[config.mk]
export PLATFORM = sky130hd
export DESIGN_NAME = wb_stage_buf
export DESIGN_NICKNAME = d
export VERILOG_FILES = /design/src/rtl/wb_stage_buf.sv
export SDC_FILE = /design/constraint.sdc
export NUM_CORES = 1
export LEC_CHECK = 0
export CAP_MARGIN = 20
export CORE_MARGIN = 1
export CORE_UTILIZATION = 40
export CTS_CLUSTER_SIZE = 16
export DETAILED_ROUTE_END_ITERATION = 8
export HOLD_SLACK_MARGIN = 0.02
export PLACE_DENSITY = 0.71
export SYNTH_ARGS = -nofsm -noshare
export SYNTH_HDL_FRONTEND = slang
export SYNTH_SLANG_ARGS = --single-unit
[constraint.sdc]
create_clock -name clk -period 1.9 [get_ports clk]
set_input_delay 0.38 -clock clk [delete_from_list [all_inputs] [get_ports clk]]
set_output_delay 0.38 -clock clk [all_outputs]
set_load 0.01 [all_outputs]
[src/rtl/wb_stage_buf.sv]
// Write-back stage with result select, load extension, output register
// plus one skid entry, register-file write port, forwarding tap, retire counter.
module wb_stage_buf #(
    parameter int DATA_W = 16,
    parameter int REG_AW = 3,
    parameter int CNT_W  = 16
) (
    input  logic              clk,
    input  logic              reset,
    input  logic              in_valid,
    output logic              in_ready,
    input  logic [1:0]        in_wb_sel,
    input  logic [DATA_W-1:0] in_alu,
    input  logic [DATA_W-1:0] in_mem,
    input  logic [DATA_W-1:0] in_link,
    input  logic [DATA_W-1:0] in_imm,
    input  logic [1:0]        in_ld_mode,
    input  logic [REG_AW-1:0] in_rd,
    input  logic              in_we,
    input  logic              flush,
    input  logic              rf_ready,
    output logic              rf_we,
    output logic [REG_AW-1:0] rf_waddr,
    output logic [DATA_W-1:0] rf_wdata,
    output logic              fwd_valid,
    output logic [REG_AW-1:0] fwd_addr,
    output logic [DATA_W-1:0] fwd_data,
    output logic [CNT_W-1:0]  retire_count
);

    typedef struct packed {
        logic              valid;
        logic              we;
        logic [REG_AW-1:0] rd;
        logic [DATA_W-1:0] data;
    } entry_t;

    entry_t            out_q, out_d;
    entry_t            skid_q, skid_d;
    entry_t            in_e;
    entry_t            young;
    logic [CNT_W-1:0]  cnt_q, cnt_d;
    logic [REG_AW-1:0] fwd_addr_q, fwd_addr_d;
    logic [DATA_W-1:0] fwd_data_q, fwd_data_d;
    logic [DATA_W-1:0] sel_data;
    logic              accept;
    logic              retire;
    logic              out_free;

    always_comb begin
        sel_data = in_alu;
        case (in_wb_sel)
            2'b00: sel_data = in_alu;
            2'b01: begin
                case (in_ld_mode)
                    2'b01:   sel_data = DATA_W'($signed(in_mem[7:0]));
                    2'b10:   sel_data = DATA_W'(in_mem[7:0]);
                    default: sel_data = in_mem;
                endcase
            end
            2'b10:   sel_data = in_link;
            default: sel_data = in_imm;
        endcase
    end

    // r0 writes are dropped here but the entry still retires
    always_comb begin
        in_e.valid = 1'b1;
        in_e.we    = in_we & (in_rd != '0);
        in_e.rd    = in_rd;
        in_e.data  = sel_data;
    end

    assign accept   = in_valid & ~skid_q.valid & ~flush;
    assign retire   = out_q.valid & rf_ready;
    assign out_free = ~out_q.valid | retire;

    always_comb begin
        out_d  = out_q;
        skid_d = skid_q;
        if (flush) begin
            out_d.valid  = 1'b0;
            skid_d.valid = 1'b0;
        end else if (out_free) begin
            if (skid_q.valid) begin
                out_d        = skid_q;
                skid_d.valid = 1'b0;
                if (accept) begin
                    skid_d = in_e;
                end
            end else if (accept) begin
                out_d = in_e;
            end else begin
                out_d.valid = 1'b0;
            end
        end else if (accept) begin
            skid_d = in_e;
        end
    end

    always_comb begin
        cnt_d = cnt_q + CNT_W'(retire);
    end

    // tap shows the youngest entry; address/data stick when nothing forwards
    always_comb begin
        young      = skid_q.valid ? skid_q : out_q;
        fwd_valid  = young.valid & young.we;
        fwd_addr_d = fwd_valid ? young.rd : fwd_addr_q;
        fwd_data_d = fwd_valid ? young.data : fwd_data_q;
    end

    always_ff @(posedge clk or negedge reset) begin
        if (!reset) begin
            out_q      <= '0;
            skid_q     <= '0;
            cnt_q      <= '0;
            fwd_addr_q <= '0;
            fwd_data_q <= '0;
        end else begin
            out_q      <= out_d;
            skid_q     <= skid_d;
            cnt_q      <= cnt_d;
            fwd_addr_q <= fwd_addr_d;
            fwd_data_q <= fwd_data_d;
        end
    end

    assign in_ready     = ~skid_q.valid;
    assign rf_we        = out_q.valid & out_q.we;
    assign rf_waddr     = out_q.rd;
    assign rf_wdata     = out_q.data;
    assign fwd_addr     = fwd_addr_d;
    assign fwd_data     = fwd_data_d;
    assign retire_count = cnt_q;

endmodule

==> results.yml, run 1 <==
layout:
  final_area_um2: 6017
  syn_to_final_growth_pct: 49.53
  instances_no_fill: 660
  drive_above_1_share: 0.2543
  num_antenna_cells: 0
  nets: 604
clocking:
  cts_made_buffers: 9
  clock_path_buffers: 2
  cts_tree: "built"
  root_buffer: "clkbuf_8"
  clkSlewWorstSetupHoldPaths_ns: 0.08
  h-tree-depth: 3
  cts.sinks: 77
  clk_latency_ns: 0.34
timing:
  drv_slew: 0
  max_slew_margin: 0.6993
  hold_viol_final: 0
  final.min_clock_period_ns: 2.034
  finalSetupViolCount: 19
  rsz0062_at_grt: "yes"
  max_slew.worst_pin.slew_ns: 0.4510
  fin_tns_setup_ns: -1.846
  worst_hold_slack_ns: 0.4678
  finalCritPeriodShare: 1.070
  fin_skew_ns: 0.01091
  fmax_ghz: 0.4918
  layout_setup_ws_ns: -0.1335
routing:
  dr_total_vias: 3437
  ant_nets: 0
  initialDrtViolationCount: 131
  via_per_inst: 5.208
  wl_per_cell_um: 15.31
  routed_wl_um: 10100
  drtPass1Iterations: 4
  drc: 0
synth:
  synth_xor_area_frac: 0.03047
  synth_top_area_frac: 0.4789
  synth_ff_type: "dfrtp_1"
  async_flop_share: 1.000
  yosysMostFrequentCell: "dfrtp_1"
  ys.warnings.count: 0
  synth_area_leader_cell: "dfrtp_1"
  syn-num-nets: 463
  synth.avg_cell_area_um2: 10.51
  synthSimpleGateAreaFrac: 0.1250
  synth_seq_area_share: 0.4789
  yosys-top-cells-area: "dfrtp_1 48%, buf_4 4.3%, nor2_1 4.2%"
  ys_ff_latch: 77
  synth_edf_count: 0
  synth_compound_area_frac: 0.1586
  syn_inst: 383
  synth_top_family_by_area: "compound AO/OA/AOI/OAI gates"
  synth_area_um2: 4024
  yosys-top-cells-count: "77 x dfrtp_1, 45 x nor2_1, 40 x nand2_1"
  ys_types: 40
  muxShareOfSynthArea: 0.1150
  synthAdderAreaFrac: 0.009328
power_and_ir_drop:
  peakVddDrop_v: 0.0004023
  cellPowerDensity_nw_per_um2: 865.1
  leakage_nw: 2.493
worst_hold_path:
  whs_path_depth: 1
  worstHoldPathType: "flip-flop to flip-flop"
die:
  io_pins: 134
  dieArea_um2: 10460
  rows: 36
  die_h_um: 102.3
  core_um2: 9774
  initial_utilization: 0.4117
  chipWidth_um: 102.3
critical_path:
  crit_type: "flip-flop to output pin"
  cp.arrival_ns: 1.65
  required_ns: 1.52
  end_kind: "output pin"
  r2r_cells: 7
  critPathMaxFanout: 11
  critPathLaunchType: "flip-flop"
place:
  dpl.hpwl_um: 7338
  placed_cell_area_um2: 5523
  dp_cells: 633
  pre_cts_ws_ns: -0.4136
  gp_congestion: 0.8272
  io_buffers: 133
grt:
  grt_pass1_wl_um: 15590
  grt_max_degree: 45
  overflow: 0
  track_usage: 0.1932
  antenna_found_initial: 0
  first_global_vias: 3297
outcome:
  failed_checks: "setup timing"
  status: "finished, violations left"
flow_run:
  cap_viol_max_count: 0
==> path summary, 6_finish.rpt <==
check | from | slack, ns | endpoint
max in group asynchronous | reset | 0.78 | skid_q[1]
worst min-delay path | retire_count[15] | 0.47 | retire_count[15]
worst max register to register | out_q[20] | 0.19 | retire_count[11]
worst min register to register | retire_count[15] | 0.47 | retire_count[15]
worst max-delay path | skid_q[20] | -0.13 | fwd_data[4]
min in group asynchronous | reset | 0.53 | fwd_data_q[8]
==> flip-flops by register name (all words and copies together) (netlist names) <==
name          flops
out_q             2
skid_q           21
fwd_data_q       16
rf_waddr          3
retire_count     16
rf_wdata         16
fwd_addr_q        3
==> worst max-delay path, cell delays in order, from the launching register on <==
cell     delay [ns]
dfrtp_2        0.46
o21ai_4        0.28
buf_12         0.18
nor2_1         0.07
a31oi_4        0.16
buf_2          0.16
==> stage by stage <==
step                        util  power [mW]
after floorplan                -       3.112
after global placement    0.5650       3.923
after detailed placement  0.5650       3.987
after CTS                 0.5804       4.937
after global routing      0.6156       5.514
final                     0.6156       5.205
==> placed cells by master (no fill, tap or decap), drive strengths merged, types with 3 or more instances in the layout <==
cell type,instances
nand4,3
o32a,8
xnor2,7
dfrtp,77
a31oi,16
a221oi,8
nand3,6
a21oi,23
inv,11
xor2,7
mux2,11
o31ai,9
nor3,10
a22o,8
mux4,8
mux2i,14
ha,3
buf,59
clkbuf,14
o21a,9
clkdlybuf4s50,110
nor2,46
clkinv,4
nand2,40
nor2b,3
==> power by group <==
part / internal [mW] / total (mW) / switching [mW]
logic: 1.04 / 1.88 / 0.842
clock network: 0.489 / 1.04 / 0.546
registers: 2.02 / 2.29 / 0.265
total: 3.55 / 5.21 / 1.65
==> cell families (layout without fill, tap and decap cells) <==
kind of cell / count (synthesis) / count (layout)
adder cells (fa/ha/maj): 3 / 3
XOR/XNOR: 14 / 14
AO/OA/AOI/OAI: 84 / 84
AND/OR/NAND/NOR: 115 / 115
buffers and inverters: 57 / 201
multiplexers: 33 / 33
flip-flops: 77 / 77
==> layout make-up <==
cell class              count  area [um2]
repair buffers            175        1713
flip-flops and latches     77        1928
fillers                   789        3757
multi-input cells         249        2003
clock inverters             3       15.01
inverters                  12       50.05
clock buffers              11       141.4
well taps                 133       166.4
==> what timing repair did <==
| item | CTS | global route |
|---|---|---|
| resized for setup | 86 | 56 |
| endpoints found under the setup margin | 26 | 25 |
| buffers inserted | 2 | 7 |
| hold buffers | 1 | 0 |
| pin swaps | 1 | 4 |
| hold endpoints to repair | 33 | 0 |
| cloned | 0 | 3 |
==> layer usage <==
layer | GRT usage | up-vias | share of wire
li1 | - | 1631 | -
met3 | 0.03625 | 14 | 0.050
met4 | 0.09341 | 0 | 0.015
met2 | 0.3211 | 119 | 0.50
met5 | 0 | - | 0
met1 | 0.2425 | 1673 | 0.43
No activity file was read; power rests on OpenSTA's default activity.
==> run 2: changes to the inputs <==
CORE_MARGIN = not set   (was 1)
CTS_CLUSTER_DIAMETER = 120   (was not set)
==> results of run 2 <==
No change in the layout: final DEF, timing and power equal those of run 1.
